==> src/rtl/pending_priority_encoder_pkg.sv <==
// Shared types and constants for the pending-event priority encoder.
// Selection mode encodings and the grant state machine states.
package pending_priority_encoder_pkg;

   typedef enum logic {
      ST_IDLE  = 1'b0,
      ST_GRANT = 1'b1
   } state_t;

   localparam logic MODE_FIXED = 1'b0;
   localparam logic MODE_RR    = 1'b1;

endpackage

==> src/rtl/priority_pick.sv <==
// Combinational circular search: first set bit of vec at or after start, wrapping.
// Zero latency; no handshake.
module priority_pick #(
   parameter  int NUM_INPUTS  = 8,
   localparam int INDEX_WIDTH = $clog2(NUM_INPUTS)
) (
   input  logic [NUM_INPUTS-1:0]  vec,
   input  logic [INDEX_WIDTH-1:0] start,
   output logic                   found,
   output logic [INDEX_WIDTH-1:0] index
);

   logic [INDEX_WIDTH:0] pos;

   // Walk from the far end back toward start so the nearest hit is written last.
   always_comb begin
      found = 1'b0;
      index = '0;
      pos   = '0;
      for (int k = NUM_INPUTS - 1; k >= 0; k--) begin
         pos = {1'b0, start} + (INDEX_WIDTH + 1)'(k);
         if (pos >= (INDEX_WIDTH + 1)'(NUM_INPUTS)) begin
            pos = pos - (INDEX_WIDTH + 1)'(NUM_INPUTS);
         end
         if (vec[pos[INDEX_WIDTH-1:0]]) begin
            found = 1'b1;
            index = pos[INDEX_WIDTH-1:0];
         end
      end
   end

endmodule

==> src/rtl/pending_priority_encoder.sv <==
// Captures request rising edges into sticky pending bits and grants one index at a time.
// Valid two cycles after a request edge; grant held until Ack, min grant period two cycles.
module pending_priority_encoder
   import pending_priority_encoder_pkg::*;
#(
   parameter  int NUM_INPUTS  = 8,
   localparam int INDEX_WIDTH = $clog2(NUM_INPUTS)
) (
   input  logic                   Clock_In,
   input  logic                   Reset_In,
   input  logic                   Enable_In,
   input  logic                   Mode_In,
   input  logic [NUM_INPUTS-1:0]  Request_In,
   input  logic                   Clear_In,
   input  logic                   Ack_In,
   output logic                   Valid_Out,
   output logic [INDEX_WIDTH-1:0] Index_Out,
   output logic [NUM_INPUTS-1:0]  Pending_Out,
   output logic [INDEX_WIDTH:0]   Pending_Count_Out,
   output logic                   Overrun_Out
);

   localparam logic [INDEX_WIDTH-1:0] LAST_IDX = INDEX_WIDTH'(NUM_INPUTS - 1);

   state_t                  state_q, state_d;
   logic                    valid_d;
   logic [INDEX_WIDTH-1:0]  index_d;
   logic [INDEX_WIDTH-1:0]  rr_ptr_q, rr_ptr_d;
   logic [NUM_INPUTS-1:0]   request_q;
   logic [NUM_INPUTS-1:0]   pending_q, pending_d;
   logic                    overrun_q, overrun_d;
   logic [NUM_INPUTS-1:0]   rise;
   logic [NUM_INPUTS-1:0]   ack_mask;
   logic                    ack_fire;
   logic [INDEX_WIDTH-1:0]  pick_start;
   logic                    pick_found;
   logic [INDEX_WIDTH-1:0]  pick_index;

   assign rise     = Request_In & ~request_q;
   assign ack_fire = Valid_Out & Ack_In;
   assign ack_mask = ack_fire ? (NUM_INPUTS'(1) << Index_Out) : '0;

   // A rise on the bit being acked re-arms it rather than counting as an overrun.
   assign pending_d = Clear_In ? '0 : ((pending_q & ~ack_mask) | rise);
   assign overrun_d = Clear_In ? 1'b0 : (overrun_q | (|(rise & pending_q & ~ack_mask)));

   assign pick_start = (Mode_In == MODE_RR)
                     ? ((rr_ptr_q == LAST_IDX) ? '0 : rr_ptr_q + INDEX_WIDTH'(1))
                     : '0;

   priority_pick #(.NUM_INPUTS(NUM_INPUTS)) u_pick (
      .vec   (pending_q),
      .start (pick_start),
      .found (pick_found),
      .index (pick_index)
   );

   always_comb begin
      state_d  = state_q;
      valid_d  = Valid_Out;
      index_d  = Index_Out;
      rr_ptr_d = rr_ptr_q;
      if (Clear_In) begin
         state_d = ST_IDLE;
         valid_d = 1'b0;
         index_d = '0;
      end else begin
         case (state_q)
            ST_IDLE: begin
               if (Enable_In && pick_found) begin
                  state_d = ST_GRANT;
                  valid_d = 1'b1;
                  index_d = pick_index;
               end
            end
            ST_GRANT: begin
               if (Ack_In) begin
                  state_d  = ST_IDLE;
                  valid_d  = 1'b0;
                  index_d  = '0;
                  rr_ptr_d = Index_Out;
               end
            end
         endcase
      end
   end

   always_ff @(posedge Clock_In or negedge Reset_In) begin
      if (!Reset_In) begin
         state_q   <= ST_IDLE;
         Valid_Out <= 1'b0;
         Index_Out <= '0;
         rr_ptr_q  <= LAST_IDX;
         request_q <= '0;
         pending_q <= '0;
         overrun_q <= 1'b0;
      end else begin
         state_q   <= state_d;
         Valid_Out <= valid_d;
         Index_Out <= index_d;
         rr_ptr_q  <= rr_ptr_d;
         request_q <= Request_In;
         pending_q <= pending_d;
         overrun_q <= overrun_d;
      end
   end

   always_comb begin
      Pending_Count_Out = '0;
      for (int i = 0; i < NUM_INPUTS; i++) begin
         Pending_Count_Out = Pending_Count_Out + {{INDEX_WIDTH{1'b0}}, pending_q[i]};
      end
   end

   assign Pending_Out = pending_q;
   assign Overrun_Out = overrun_q;

endmodule

==> config.mk <==
export PLATFORM = sky130hd
export DESIGN_NAME = pending_priority_encoder
export DESIGN_NICKNAME = d
export VERILOG_FILES = /design/src/rtl/pending_priority_encoder_pkg.sv /design/src/rtl/priority_pick.sv /design/src/rtl/pending_priority_encoder.sv
export SDC_FILE = /design/constraint.sdc
export NUM_CORES = 1
export LEC_CHECK = 0
export ABC_AREA = 1
export CAP_MARGIN = 15
export CORE_UTILIZATION = 40
export CTS_CLUSTER_DIAMETER = 100
export DETAILED_ROUTE_END_ITERATION = 10
export GPL_TIMING_DRIVEN = 0
export PLACE_DENSITY = 0.66
export SYNTH_ARGS = -nofsm -noshare
export SYNTH_HDL_FRONTEND = slang
export SYNTH_HIERARCHICAL = 1
export SYNTH_SLANG_ARGS = --single-unit
==> constraint.sdc <==
create_clock -name Clock_In -period 4.7 [get_ports Clock_In]
set_input_delay 0.94 -clock Clock_In [delete_from_list [all_inputs] [get_ports Clock_In]]
set_output_delay 0.94 -clock Clock_In [all_outputs]
set_load 0.03 [all_outputs]
==> out/metrics.cfg <==
[setup_path]
critPathRequiredTime_ns = 3.76
cp_top_family = adder cells
slowest_stage = fa_1
cp-start-kind = register
cp_num_buf_inv = 4
worstPathArrival_ns = 3.47
r2r-start = rr_ptr_q[0]
cp_slowest_stage_delay_ns = 0.56
crit_path_max_fanout = 6
endpoint_kind = output pin
cp_num_cells = 10
path_cells = fa_1 > inv_1 > fa_1 > fa_1 > inv_1 > ha_1 > inv_1 > fa_1 > xnor2_1 > dlygate4sd2_1
startpoint = Pending_Out[0]
crit_type = reg -> out
rr_worst_depth = 18
cp_common_cell = fa_1

[sta]
fin_skew_ns = 0.00196
final_max_slew_viol_count = 0
setup_viol = 0
fin_ws_ns = 0.292
worst_pin_slew_ns = 0.477
relSlewSlack_pct = 68.2
grt_setup_unrepaired = false
period_minus_slack_ns = 4.41
fin_crit_sh_pct = 93.8
max_freq_mhz = 227
final_hold_viol_count = 0
timing.setup.tns_ns = 0

[global_routing]
antenna_found_initial = 0
grt.total_usage_pct = 17.9
grt_pass1_vias = 1688
grt_max_degree = 26
grt_overflow = 0
grt_pass1_wl_um = 7420

[logic_synthesis]
syn_nets = 302
syn_inst = 277
ys_ff_latch = 25
mappedNetlistArea_um2 = 2030
synth_top_flop_cell = dfrtp_1
synth_area_per_cell_um2 = 7.34
yosys-top-cells-area = dfrtp_1 (27%), nand2_1 (13%), nand3_1 (7.9%)
synthMostInstantiatedCell = nand2_1
ys_warn_count = 6
synth_top_area_share_pct = 27.1
synthArstFlopShare_pct = 100
yosysTopAreaCell = dfrtp_1
yosysUniqueCellTypes = 34
yosysSeqAreaShare_pct = 31.0
ys_top_cells_by_count = nand2_1 (73), inv_1 (35), nand3_1 (32)
synth_edf_count = 0

[power]
sw_frac_of_total_pct = 50.7
p_sw_mw = 0.708
clkPwrFrac_pct = 9.1
combinationalPowerShare_pct = 69.6
leakage_nw = 1.21
p_int_mw = 0.690
power_frac_seq_pct = 21.3
power_density_nw_per_um2 = 561
vdd_drop_max_mv = 0.317

[floorplan]
design.core.area_um2 = 4820
die_height_um = 73.3
io_pins = 31
fp.dieW_um = 73.3
start_util_pct = 42.2
num_rows = 25
dieArea_um2 = 5370

[final_layout]
fin_area_um2 = 2490
diodes = 0
fin_util_pct = 51.7
stdcell_count = 379
drive_gt1_share_pct = 17.9
areaGrowthSynthToFinish_pct = 22.5
final_nets = 338

[detailed_routing]
routed_via_density = 4.79
wire_per_inst_um = 11.6
num_vias = 1815
first_pass_iters = 4
finalWirelength_um = 4380
drt_iter0_drc = 55
antenna_left = 0
route.detailed.drc = 0

[clocking]
cts_setup_buffers = 0
cts_buffer_depth = 2
cts_made_buffers = 3
h-tree-depth = 1
clockRootBuffer = clkbuf_8
clkTransAtPathRegs_ns = 0.08
cts_tree = yes
cts.sinks = 25
clkLatencyLatePin_ns = 0.27

[placed_design]
portBuffers = 30
gp_congestion = 0.811
dp.cells = 374
dp_slack_ns = 0.298
detailed_place_hpwl_um = 3580
placed_cell_area_um2 = 2420

[flow_run]
max_cap_violations = 0

[min_path]
hold_depth = 2
hold_start = rr_ptr_q[1]
hp-class = reg -> reg

[status]
status = finished, final reports clean

==> placed cells by master, fill, tap and decap left out, drive strengths merged, types with 2 or more instances in the layout <==
cell type	n
clkbuf	5
clkdlybuf4s50	28
buf	5
xnor2	2
nor2	21
dfstp	3
dfrtp	22
o21ai	9
fa	4
nand2	88
inv	44
nand3	45
a21oi	19
ha	7
==> power groups by stage <==
stage | clock network [mW] | registers, mW | logic [mW]
final | 0.128 | 0.298 | 0.972
after global routing | 0.135 | 0.304 | 1.08
after CTS | 0.129 | 0.298 | 0.974
after detailed placement | 0 | 0.302 | 0.970
after global placement | 0 | 0.301 | 0.958
after floorplan | 0 | 0.328 | 0.731
==> timing repair <==
action                                  CTS  global route
endpoints found under the setup margin    1             1
hold buffers                              0             0
gates cloned                              0             0
gates resized for setup                   1             1
==> stage by stage <==
stage | power (mW) | hold slack [ns]
final | 1.40 | 0.495
after global routing | 1.52 | 0.506
after CTS | 1.40 | 0.498
after detailed placement | 1.27 | 0.486
after global placement | 1.26 | 0.482
after floorplan | 1.06 | 0.471
==> final timing paths <==
| check | endpoint | slack, ns |
|---|---|---|
| max reg2reg | Index_Out[0] | 1.50 |
| min reg2reg | rr_ptr_q[1] | 0.49 |
| min | rr_ptr_q[1] | 0.49 |
| max in group asynchronous | request_q[1] | 3.29 |
| min in group asynchronous | Index_Out[2] | 0.98 |
| max | Pending_Count_Out[2] | 0.29 |
==> sequential cells by signal, summed over array words and instances (netlist names) <==
register / count
Pending_Out: 8
rr_ptr_q: 3
state_q: 1
Index_Out: 3
Overrun_Out: 1
Valid_Out: 1
request_q: 8
==> layout make-up <==
type / count / area, µm²
sequential: 25 / 629
multi-input combinational: 203 / 1180
fill: 491 / 2330
clock buffer: 4 / 45.0
buffer: 5 / 45.0
timing repair buffer: 31 / 329
tap: 67 / 83.8
inverter: 44 / 175
==> kinds of logic after synthesis <==
kind of cell / synth area share (%)
AOI/OAI and AO/OA: 7.57
xor gates and xnor gates: 1.79
adders and majority gates: 8.25
buffers and inverters: 10.8
DFF: 31.0
and+or+nand+nor: 40.6
==> layer usage <==
metal  up-vias  wire length [µm]  global-route usage (%)
met5         -                 0                       0
met4         0                80                    6.54
met3         7               119                   0.960
met2        34              2040                    29.4
met1       820              2140                    25.1
li1        954                 -                       -
==> tightest hold or removal path: stages (launching register included) <==
cell and delay (ns):
dfstp_2 0.38, nand2_1 0.05, o21ai_0 0.07
Note: power is estimated with default switching activity, not from simulation.
